### config.mk
export PLATFORM = sky130hd
export DESIGN_NAME = dragon_snoop_responder
export DESIGN_NICKNAME = d
export VERILOG_FILES = /design/src/rtl/dragon_pkg.sv /design/src/rtl/dragon_line_array.sv /design/src/rtl/dragon_snoop_responder.sv
export SDC_FILE = /design/constraint.sdc
export NUM_CORES = 1
export LEC_CHECK = 0
export BUFFER_PORTS_ARGS = -buffer_cell sky130_fd_sc_hd__buf_2
export CORE_ASPECT_RATIO = 0.6
export CORE_MARGIN = 2
export CORE_UTILIZATION = 40
export DETAILED_ROUTE_END_ITERATION = 8
export PLACE_DENSITY_LB_ADDON = 0.25
export RECOVER_POWER = 100
export SYNTH_ARGS = -nofsm -noshare
export SYNTH_HDL_FRONTEND = slang
export SYNTH_SLANG_ARGS = --single-unit
### constraint.sdc
create_clock -name clk -period 9.2 [get_ports clk]
set_input_delay 1.84 -clock clk [delete_from_list [all_inputs] [get_ports clk]]
set_output_delay 1.84 -clock clk [all_outputs]
set_load 0.01 [all_outputs]
### src/rtl/dragon_pkg.sv
`default_nettype none
// ============================================================================
// Module   : dragon_pkg
// Purpose  : Shared definitions for the Dragon coherence snoop agent:
//            line-state codes, snoop bus command codes, and a pure
//            next-state function for snooped bus events.
// Contents : ST_NP/ST_SC/ST_M/ST_SM/ST_E state codes
//            CMD_BUSRD/CMD_BUSUPD command codes
//            snoop_res_t     - result of applying a snoop to a line
//            snoop_next()    - Dragon snoop transition function
//            sanitize_state()- maps undefined state codes to NP
// Revision : 1.0 - initial release
// ============================================================================
package dragon_pkg;

  localparam logic [2:0] ST_NP = 3'b000;
  localparam logic [2:0] ST_SC = 3'b001;
  localparam logic [2:0] ST_M  = 3'b010;
  localparam logic [2:0] ST_SM = 3'b011;
  localparam logic [2:0] ST_E  = 3'b100;

  localparam logic [1:0] CMD_BUSRD  = 2'b00;
  localparam logic [1:0] CMD_BUSUPD = 2'b01;

  typedef struct packed {
    logic [2:0] next_state;
    logic       shared;
    logic       flush;
    logic       upd;
    logic       err;
  } snoop_res_t;

  // Effect of a snooped command on a local line. A miss (or a NOP command)
  // leaves the line untouched and produces no bus response.
  function automatic snoop_res_t snoop_next(input logic [1:0] cmd,
                                            input logic       hit,
                                            input logic [2:0] cur);
    snoop_res_t r;
    r.next_state = cur;
    r.shared     = 1'b0;
    r.flush      = 1'b0;
    r.upd        = 1'b0;
    r.err        = 1'b0;
    if (hit) begin
      if (cmd == CMD_BUSRD) begin
        case (cur)
          ST_E, ST_SC: begin
            r.next_state = ST_SC;
            r.shared     = 1'b1;
          end
          ST_M, ST_SM: begin
            // Owner keeps ownership but must supply the dirty data.
            r.next_state = ST_SM;
            r.shared     = 1'b1;
            r.flush      = 1'b1;
          end
          default: ;
        endcase
      end else if (cmd == CMD_BUSUPD) begin
        case (cur)
          ST_SC, ST_SM: begin
            r.next_state = ST_SC;
            r.shared     = 1'b1;
            r.upd        = 1'b1;
          end
          ST_M, ST_E: begin
            // Another cache updating a line we hold exclusively is illegal;
            // still apply the update so the copies stay coherent.
            r.next_state = ST_SC;
            r.shared     = 1'b1;
            r.upd        = 1'b1;
            r.err        = 1'b1;
          end
          default: ;
        endcase
      end
    end
    return r;
  endfunction

  function automatic logic [2:0] sanitize_state(input logic [2:0] s);
    return (s > ST_E) ? ST_NP : s;
  endfunction

endpackage
`default_nettype wire

### src/rtl/dragon_line_array.sv
`default_nettype none
// ============================================================================
// Module   : dragon_line_array
// Purpose  : Direct-mapped tag/state/data storage for the Dragon snoop agent.
//            State bits reset asynchronously to NP; tags and data do not reset.
// Ports    : clk, rst            - clock, async active-high reset
//            lk_addr_i           - lookup address
//            lk_hit_o/lk_state_o - lookup hit and raw stored state
//            lk_data_o           - lookup stored data
//            qry_addr_i          - debug query address
//            qry_state_o         - query state (NP on tag miss)
//            wr_en_i, wr_addr_i, wr_state_i - tag/state write port
//            wr_data_en_i, wr_data_i        - data write enable and value
// Revision : 1.0 - initial release
// ============================================================================
module dragon_line_array
  import dragon_pkg::*;
#(
  parameter int ADDR_WIDTH = 15,
  parameter int INDEX_BITS = 4,
  parameter int DATA_WIDTH = 32
) (
  input  logic                  clk,
  input  logic                  rst,
  input  logic [ADDR_WIDTH-1:0] lk_addr_i,
  output logic                  lk_hit_o,
  output logic [2:0]            lk_state_o,
  output logic [DATA_WIDTH-1:0] lk_data_o,
  input  logic [ADDR_WIDTH-1:0] qry_addr_i,
  output logic [2:0]            qry_state_o,
  input  logic                  wr_en_i,
  input  logic [ADDR_WIDTH-1:0] wr_addr_i,
  input  logic [2:0]            wr_state_i,
  input  logic                  wr_data_en_i,
  input  logic [DATA_WIDTH-1:0] wr_data_i
);

  localparam int LINES    = 1 << INDEX_BITS;
  localparam int TAG_BITS = ADDR_WIDTH - 2 - INDEX_BITS;

  logic [2:0]            state_q [LINES];
  logic [TAG_BITS-1:0]   tag_q   [LINES];
  logic [DATA_WIDTH-1:0] data_q  [LINES];

  logic [INDEX_BITS-1:0] lk_idx, qry_idx, wr_idx;
  logic [TAG_BITS-1:0]   lk_tag, qry_tag, wr_tag;
  logic                  w_unused_bits;

  // Byte offset bits never select anything in a word-granular line.
  assign w_unused_bits = ^{lk_addr_i[1:0], qry_addr_i[1:0], wr_addr_i[1:0]};

  assign lk_idx  = lk_addr_i[INDEX_BITS+1:2];
  assign lk_tag  = lk_addr_i[ADDR_WIDTH-1:INDEX_BITS+2];
  assign qry_idx = qry_addr_i[INDEX_BITS+1:2];
  assign qry_tag = qry_addr_i[ADDR_WIDTH-1:INDEX_BITS+2];
  assign wr_idx  = wr_addr_i[INDEX_BITS+1:2];
  assign wr_tag  = wr_addr_i[ADDR_WIDTH-1:INDEX_BITS+2];

  assign lk_state_o  = state_q[lk_idx];
  assign lk_data_o   = data_q[lk_idx];
  assign lk_hit_o    = (state_q[lk_idx] != ST_NP) && (tag_q[lk_idx] == lk_tag);
  assign qry_state_o = ((state_q[qry_idx] != ST_NP) && (tag_q[qry_idx] == qry_tag))
                       ? state_q[qry_idx] : ST_NP;

  always_ff @(posedge clk or posedge rst) begin
    if (rst) begin
      for (int i = 0; i < LINES; i++) state_q[i] <= ST_NP;
    end else if (wr_en_i) begin
      state_q[wr_idx] <= wr_state_i;
    end
  end

  always_ff @(posedge clk) begin
    if (wr_en_i) begin
      tag_q[wr_idx] <= wr_tag;
      if (wr_data_en_i) data_q[wr_idx] <= wr_data_i;
    end
  end

endmodule
`default_nettype wire

### src/rtl/dragon_snoop_responder.sv
`default_nettype none
// ============================================================================
// Module   : dragon_snoop_responder
// Purpose  : Snoop-side agent of a Dragon-protocol cache. Looks up snooped
//            BusRd/BusUpd transactions, drives the shared line, flushes
//            dirty data, applies bus updates and moves line state. A local
//            fill port installs or invalidates lines.
// Ports    : clk, rst                        - clock, async active-high reset
//            snp_valid/snp_ready/snp_cmd/snp_addr/snp_data - snoop request
//            shared_out, resp_done, err      - response (valid in RESP)
//            flush_valid/flush_ready/flush_data - dirty-data flush handshake
//            fill_valid/fill_ready/fill_addr/fill_state/fill_data - local fill
//            qry_addr/qry_state              - debug state query
// Revision : 1.0 - initial release
// ============================================================================
module dragon_snoop_responder
  import dragon_pkg::*;
#(
  parameter int ADDR_WIDTH = 15,
  parameter int INDEX_BITS = 4,
  parameter int DATA_WIDTH = 32
) (
  input  logic                  clk,
  input  logic                  rst,
  input  logic                  snp_valid,
  output logic                  snp_ready,
  input  logic [1:0]            snp_cmd,
  input  logic [ADDR_WIDTH-1:0] snp_addr,
  input  logic [DATA_WIDTH-1:0] snp_data,
  output logic                  shared_out,
  output logic                  resp_done,
  output logic                  err,
  output logic                  flush_valid,
  input  logic                  flush_ready,
  output logic [DATA_WIDTH-1:0] flush_data,
  input  logic                  fill_valid,
  output logic                  fill_ready,
  input  logic [ADDR_WIDTH-1:0] fill_addr,
  input  logic [2:0]            fill_state,
  input  logic [DATA_WIDTH-1:0] fill_data,
  input  logic [ADDR_WIDTH-1:0] qry_addr,
  output logic [2:0]            qry_state
);

  typedef enum logic [1:0] {
    S_IDLE       = 2'd0,
    S_LOOKUP     = 2'd1,
    S_RESP       = 2'd2,
    S_FLUSH_WAIT = 2'd3
  } fsm_t;

  fsm_t                  state_q, state_d;
  logic [1:0]            cmd_q;
  logic [ADDR_WIDTH-1:0] addr_q;
  logic [DATA_WIDTH-1:0] data_q;
  logic                  shared_q, flush_q, err_q;
  logic [DATA_WIDTH-1:0] flush_data_q;

  logic                  lk_hit;
  logic [2:0]            lk_state;
  logic [DATA_WIDTH-1:0] lk_data;
  snoop_res_t            res;

  logic                  wr_en, wr_data_en;
  logic [ADDR_WIDTH-1:0] wr_addr;
  logic [2:0]            wr_state;
  logic [DATA_WIDTH-1:0] wr_data;

  dragon_line_array #(
    .ADDR_WIDTH (ADDR_WIDTH),
    .INDEX_BITS (INDEX_BITS),
    .DATA_WIDTH (DATA_WIDTH)
  ) u_array (
    .clk          (clk),
    .rst          (rst),
    .lk_addr_i    (addr_q),
    .lk_hit_o     (lk_hit),
    .lk_state_o   (lk_state),
    .lk_data_o    (lk_data),
    .qry_addr_i   (qry_addr),
    .qry_state_o  (qry_state),
    .wr_en_i      (wr_en),
    .wr_addr_i    (wr_addr),
    .wr_state_i   (wr_state),
    .wr_data_en_i (wr_data_en),
    .wr_data_i    (wr_data)
  );

  assign res = snoop_next(cmd_q, lk_hit, lk_state);

  // Single write port: LOOKUP owns it for snoop updates, otherwise a fill
  // may use it. Fills are only accepted in IDLE so the two never collide.
  always_comb begin
    wr_en      = 1'b0;
    wr_data_en = 1'b0;
    wr_addr    = fill_addr;
    wr_state   = sanitize_state(fill_state);
    wr_data    = fill_data;
    if (state_q == S_LOOKUP) begin
      wr_en      = lk_hit;
      wr_data_en = res.upd;
      wr_addr    = addr_q;
      wr_state   = res.next_state;
      wr_data    = data_q;
    end else if (fill_valid && fill_ready) begin
      wr_en      = 1'b1;
      wr_data_en = 1'b1;
    end
  end

  always_comb begin
    state_d     = state_q;
    snp_ready   = 1'b0;
    fill_ready  = 1'b0;
    resp_done   = 1'b0;
    err         = 1'b0;
    shared_out  = 1'b0;
    flush_valid = 1'b0;
    flush_data  = '0;
    case (state_q)
      S_IDLE: begin
        snp_ready  = 1'b1;
        fill_ready = ~snp_valid;
        if (snp_valid) state_d = S_LOOKUP;
      end
      S_LOOKUP: state_d = S_RESP;
      S_RESP: begin
        resp_done   = 1'b1;
        err         = err_q;
        shared_out  = shared_q;
        flush_valid = flush_q;
        flush_data  = flush_q ? flush_data_q : '0;
        state_d     = (flush_q && !flush_ready) ? S_FLUSH_WAIT : S_IDLE;
      end
      S_FLUSH_WAIT: begin
        shared_out  = shared_q;
        flush_valid = 1'b1;
        flush_data  = flush_data_q;
        if (flush_ready) state_d = S_IDLE;
      end
      default: state_d = S_IDLE;
    endcase
  end

  always_ff @(posedge clk or posedge rst) begin
    if (rst) begin
      state_q      <= S_IDLE;
      cmd_q        <= '0;
      addr_q       <= '0;
      data_q       <= '0;
      shared_q     <= 1'b0;
      flush_q      <= 1'b0;
      err_q        <= 1'b0;
      flush_data_q <= '0;
    end else begin
      state_q <= state_d;
      if (state_q == S_IDLE && snp_valid) begin
        cmd_q  <= snp_cmd;
        addr_q <= snp_addr;
        data_q <= snp_data;
      end
      if (state_q == S_LOOKUP) begin
        shared_q     <= res.shared;
        flush_q      <= res.flush;
        err_q        <= res.err;
        flush_data_q <= lk_data;
      end
    end
  end

endmodule
`default_nettype wire

# Yosys cells after proc, flatten, opt, wreduce, memory -nomap -nowiden
# Memories as Yosys holds them, arrays and structs flattened. A register that Yosys moved wholly into a read port is not among the register bits.
# Index checks and enable logic that the tools add are counted.
# W data, S select, Z words.
# word_totals
reg_bits	102
ram_bits	656
inputBits	119
n_memories	2
# memory_table
name	depth	width	read_ports	rd_ports_with_merged_regs	write_ports	line	text
u_array.data_q	16	32	1	1	1	dragon_line_array.sv:43	logic [DATA_WIDTH-1:0] data_q [LINES];
u_array.tag_q	16	9	2	0	1	dragon_line_array.sv:42	logic [TAG_BITS-1:0] tag_q [LINES];
# op_classes
magnitude_cmp	5
n_eq_ne	12
muxes	45
n_bitwise	4
reduce_logical	17
# ops
op	count
$mux W32	2
$pmux W32 S2	1
$bwmux W48	1
$bmux W3 S4	2
$mux W3	8
$eq A9 B9 Y1	2
$mux W1	17
$ge A5 B5 Y1 const B	3
$mux W15	1
$not A4 Y5	3
$demux W3 S4	1
$mux W4	3
$mux W2	5
$pmux W2 S4	1
$pmux W4 S2	1
$reduce_or A2 Y1	4
$mux W7	1
$eq A3 B2 Y1 const B	2
$logic_and A1 B1 Y1	6
$reduce_bool A3 Y1	2
$lt A5 B1 Y1 const B	1
$eq A2 B1 Y1 const B	2
$eq A2 B2 Y1 const B	2
$logic_not A2 Y1	2
9 further kinds	10

# Depth between registers and ports, before layout
# logic_depth
word_depth	14
depth_mapped	14

# Modules after synthesis
# Synthesis repeated with hierarchy kept, for this count alone.
# hier_totals
hier_cells	1746
area_unflattened_um2	33201.8
# modules_own_cells
module	n_inst	cells_each	area_per_inst_um2	seq_area_each_um2
dragon_line_array	1	1274	28806.4	20900.0
dragon_snoop_responder	1	472	4395.5	2152.1

# Worst setup path after synthesis
# OpenSTA, ideal clock, no wires.
# synth_timing
kind	input to output
startpoint	in qry_addr[2]
endpoint	out qry_state[0]
arrival_ns	4.527
t_required_ns	7.360
path_slack_ns	2.833
cell_stages	7
path_cell_list	buf_1 > mux4_2 > mux4_2 > xor2_1 > or4_1 > nor4_1 > and2_1
# synth_via
elab_chain_cells	7
# synth_rtl
item	line	text
start, declared	dragon_snoop_responder.sv:41	input logic [ADDR_WIDTH-1:0] qry_addr,
$not A4 Y5 (not written as such)	dragon_line_array.sv:62, dragon_line_array.sv:63	
$bmux W3 S4	dragon_line_array.sv:62, dragon_line_array.sv:63	
$mux W3 (not written as such) (2 in series)	dragon_line_array.sv:62, dragon_line_array.sv:63	
$reduce_bool A3 Y1	dragon_line_array.sv:62	assign qry_state_o = ((state_q[qry_idx] != ST_NP) && (tag_q[qry_idx] == qry_tag))
$logic_and A1 B1 Y1	dragon_line_array.sv:62	
$mux W3 (*)	dragon_line_array.sv:63	? state_q[qry_idx] : ST_NP;
end, declared	dragon_snoop_responder.sv:42	output logic [2:0] qry_state
# Mark *: on every way between the ends. The rest lies on a longest branch, timed or not. The select of a mux whose other input is x is not followed.

# Worst setup path after layout
# layout_timing
startpoint	reg addr_q[3]
endpoint	mem u_array.data_q[9][19] (enable)
# layout_via
elab_chain_cells	14
# layout_rtl
item	line	text
start, declared	dragon_snoop_responder.sv:54	logic [ADDR_WIDTH-1:0] addr_q;
start signal, assigned	dragon_snoop_responder.sv:159	addr_q <= snp_addr;
$not A4 Y5 (not written as such)	dragon_line_array.sv:59, dragon_line_array.sv:61	
$bmux W3 S4	dragon_line_array.sv:59, dragon_line_array.sv:61	
$mux W3 (not written as such) (2 in series)	dragon_line_array.sv:59, dragon_line_array.sv:61	
$eq A3 B2 Y1, or another cell as far along	dragon_pkg.sv:60	case (cur)
$reduce_or A4 Y1 (no source line)	--	
$mux W1	dragon_pkg.sv:60	
$mux W2	dragon_pkg.sv:59	end else if (cmd == CMD_BUSUPD) begin
$mux W2	dragon_pkg.sv:45	if (cmd == CMD_BUSRD) begin
$mux W7	dragon_pkg.sv:44	if (hit) begin
$mux W1	dragon_snoop_responder.sv:99	if (state_q == S_LOOKUP) begin
$mux W1	dragon_line_array.sv:76	if (wr_data_en_i) data_q[wr_idx] <= wr_data_i;
$mux W1	dragon_line_array.sv:74	if (wr_en_i) begin
$mux W1 (not written as such)	dragon_line_array.sv:76	
end, declared	dragon_line_array.sv:43	
# Parallel ways exist; a longest one is shown, timed or not. The select of a mux whose other input is x is not followed.

==> implementation parameters <==
Parameter                              Value

Logic synthesis
  Most frequent cell after synthesis ... sky130_fd_sc_hd__edfxtp_1
  Most instantiated cells after synthesis ... sky130_fd_sc_hd__edfxtp_1, sky130_fd_sc_hd__mux4_2, sky130_fd_sc_hd__nand2_1, sky130_fd_sc_hd__dfrtp_1, sky130_fd_sc_hd__mux2_2
  Synthesized netlist net count ... just under 2000
  Most area-consuming cells after synthesis ... sky130_fd_sc_hd__edfxtp_1, sky130_fd_sc_hd__mux4_2, sky130_fd_sc_hd__dfrtp_1
  Post-synthesis cell count ... 1810
  Number of flops mapped to enable cells by yosys ... 656
  Share of the synthesized area in the top cell type ... roughly 60%
  Share of flip-flops with an asynchronous set or reset after synthesis ... between 15 and 20%
  Most used flip-flop cell after synthesis ... sky130_fd_sc_hd__edfxtp_1
  Distinct cells, synth ... just under 70
  #FFs+latches synth ... between 700 and 800
  Sequential-to-total area share from yosys stat ... between 60% and 70%
  Largest area contributor in the synthesized netlist ... sky130_fd_sc_hd__edfxtp_1
  Cell area after synthesis ... about 33000 um2
  Synth Area per Inst ... about 18 um2
  Warnings, synthesis ... 0

Pwr
  Worst IR drop on VDD ... around 0.00016 V
  Power, Total ... roughly 11000 uW
  Sequential share of power ... around 45%
  Sw Ratio ... 30.4%
  Pwr/cell area ... 280 nW/um2
  Share of total power in the clock network ... roughly 29%
  Internal power of the cells ... ~7400 uW
  Cell leakage power ... roughly 0.013 uW
  Switching power total ... 3210 uW
  Comb power frac ... 26.7%

Cells and area
  Share of the core filled with cells ... between 40% and 50%
  Number of fill cells in the layout ... 7106
  Final #Nets ... about 2100
  Fraction of layout instances using a drive strength above 1 ... between 30% and 40%
  Relative area change from synthesis to final layout ... 12.8%
  Diodes inserted ... 0

Status
  Status ... complete, but fails checks
  Violations in the final reports ... capacitance limit, slew limit

CTS
  Number of buffers added by the clock tree synthesis step ... between 70 and 80
  Clock tree from TritonCTS ... done
  Clock sink count ... a little under 800
  Quantity of hold-fixing buffers added after cts ... 0
  Buffers from clock root to sink, at most ... 3
  Clock network latency to the later pin of the worst-skew pair ... 630 ps
  Clock-pin transition on the worst setup and hold timing paths ... around 60 ps
  CTS root buffer ... sky130_fd_sc_hd__clkbuf_16
  Post-cts gate resize count ... 0
  Post-CTS setup buffer count ... 0
  H-tree levels ... 3

STA
  Maximum clock skew at final layout ... 34.2 ps
  Highest Clock Rate ... roughly 130 MHz
  Number of slew-limit violations in the final report ... roughly 460
  Count of final setup violators ... 0
  Sum of negative setup slack ... 0 ps
  Period utilisation layout ... 84.8%
  Unrepaired setup endpoints after global routing ... false
  Relative slew slack ... -142%
  Number of hold violations in the final report ... 0
  Final critical delay including setup and external delays ... 7800 ps
  Pin slew with the least headroom to its limit ... 3610 ps
  Worst hold margin ... around 470 ps

Run
  Number of maximum-capacitance violations ... 14

Route
  Number of vias after detailed routing ... between 15000 and 20000
  DR DRC count ... 0
  Final WL ... 85.8 mm
  Post-DR wirelength/cell ... 27.1 um
  Post-route antenna net violation count ... 0
  TritonRoute pass-1 iters ... 7
  Initial detailed-routing violation count ... around 1800
  Vias per cell ... around 5.7

Placed design
  PortBufs ... 153
  Detailed placer's ending HPWL ... roughly 50 mm
  Routability cong. ... around 0.82

Critical path
  WS Path Type ... flip-flop to flip-flop
  Number of cells on the worst reg-to-reg path ... 10
  R2R Path End ... u_array.data_q[9][19]
  Largest fanout of any net on the critical path ... 70
  Critical Path RT ... 9470 ps
  Worst EP arrival ... slightly above 8000 ps
  Startpoint of the lowest-slack register-to-register path ... addr_q[3]
  Reg2Reg Setup Slack ... about 1400 ps
  CP startpoint kind ... flip-flop
  Type of destination of the critical path ... flip-flop

Hold path
  Hold WC Path Type ... flip-flop to flip-flop
  Hold Path End ... flush_data_q[3]
  Worst Hold Path Cells ... 2
  Worst hold path startpoint ... flush_data_q[3]

GRT
  Number of global-route vias before repair ... 18400
  Global-route wire length before repair ... around 130 mm
  Maximum number of pins on one net before global-route repair ... 96
  Antenna violations before repair ... 1
  Final global-route overflow total ... 0
  All-Layer GR Usage ... approximately a fifth

Floorplan
  Die width ... between 300 and 400 um
  Number of cell rows ... 82
  Die area ... 86100 um2
  Number of top-level design ports ... 160
  Vertical die dimension ... around 230 um
  Core Region ... about 83000 um2
  Initial core utilization ... between 40% and 50%
-- metal layers --
layer / wire length, um / track usage (%) / vias to the layer above / share of wire (%)
met5: 0 / 0 / - / 0
met4: 1830 / 4.74 / 0 / 2.1
met3: 5460 / 3.51 / 136 / 6.4
met2: 38900 / 30.0 / 653 / 45
met1: 39600 / 30.6 / 9571 / 46
li1: - / - / 7594 / -
-- critical path, cell delays in order, from the launching register on --
cell	delay, ps
sky130_fd_sc_hd__dfrtp_1	1640
sky130_fd_sc_hd__buf_4	1020
sky130_fd_sc_hd__mux4_2	630
sky130_fd_sc_hd__nor3_1	230
sky130_fd_sc_hd__nor4_1	80
sky130_fd_sc_hd__nand3_1	130
sky130_fd_sc_hd__o21ai_0	90
sky130_fd_sc_hd__or3b_1	780
sky130_fd_sc_hd__o21ai_0	370
sky130_fd_sc_hd__nor2b_1	1790
sky130_fd_sc_hd__buf_4	620
-- layout by cell type, fill, tap and decap left out, drive strengths merged, types with 5 or more instances in the layout --
cell    Yosys  routed
and3        5       5
nor3       22      22
or3         6       6
mux2      102     102
buf        47     153
clkbuf     61     146
mux2i      40      40
nand3b      6       6
and2       44      44
xnor2       7       7
nand2b      5       5
edfxtp    656     656
nor2       27      27
nand3      18      18
nor4        9       9
a21oi      14      14
nor3b       6       6
inv        10      11
o22ai       5       5
a221o       7       7
nor2b      18      18
xor2        7       7
dfrtp     132     132
nand4       8       8
a22oi      15      15
mux4      243     243
clkinv      0      29
nand2     223     223
o21ai      25      25
-- per-stage QoR --
step	area, um2	cells	worst slack (ps)
2_1_floorplan	33500	1810	2830
3_3_place_gp	35600	3032	2190
3_5_place_dp	35600	3032	2210
4_1_cts	38000	3170	2190
5_1_grt	37800	3170	1060
6_report	37800	3170	1400
-- registers in the layout, summed over array words and instances, names as in the netlist --
| signal | flops |
|---|---|
| err_q | 1 |
| shared_q | 1 |
| u_array.data_q | 512 |
| addr_q | 13 |
| state_q | 2 |
| cmd_q | 2 |
| u_array.state_q | 48 |
| data_q | 32 |
| flush_data_q | 32 |
| u_array.tag_q | 144 |
| flush_q | 1 |
-- cells by family after synthesis --
family                    after synthesis  share of synthesized area [%]
AOI/OAI and AO/OA                      96                           2.37
DFF                                   788                           68.7
buffers and inverters                 118                           1.66
and+or+nand+nor                       409                           5.81
muxes                                 385                           21.1
xor gates and xnor gates               14                          0.366
-- how the worst max path moves through the flow --
stage | slack, ps | cells past startpoint | from | endpoint
CTS | 2190 | 10 | qry_addr[2] | qry_state[2]
finish | 1400 | 10 | addr_q[3] | u_array.data_q[9][19]
detailed placement | 2210 | 10 | qry_addr[2] | qry_state[2]
global route | 1060 | 10 | addr_q[3] | u_array.data_q[2][4]
floorplan | 2830 | 7 | qry_addr[2] | qry_state[0]
global placement | 2190 | 10 | qry_addr[2] | qry_state[2]
-- final cells by class --
type,instances,area (um2),share of cell area (%)
timing repair buffer,196,981,2.60
multi-input combinational,904,9910,26.2
clock inverter,35,288,0.762
inverter,10,38.8,0.103
sequential,788,23000,61.0
tap,1134,1420,3.76
clock buffer,103,2110,5.58
-- power groups by stage --
| stage | combinational (uW) | clock, uW | sequential (uW) |
|---|---|---|---|
| 5_1_grt | 3050 | 3250 | 4740 |
| 3_5_place_dp | 2850 | 0 | 4770 |
| 6_report | 2820 | 3040 | 4690 |
| 3_3_place_gp | 2790 | 0 | 4750 |
| 4_1_cts | 2860 | 3110 | 4700 |
| 2_1_floorplan | 2220 | 0 | 4550 |
Note: power is estimated with default switching activity, not from simulation.
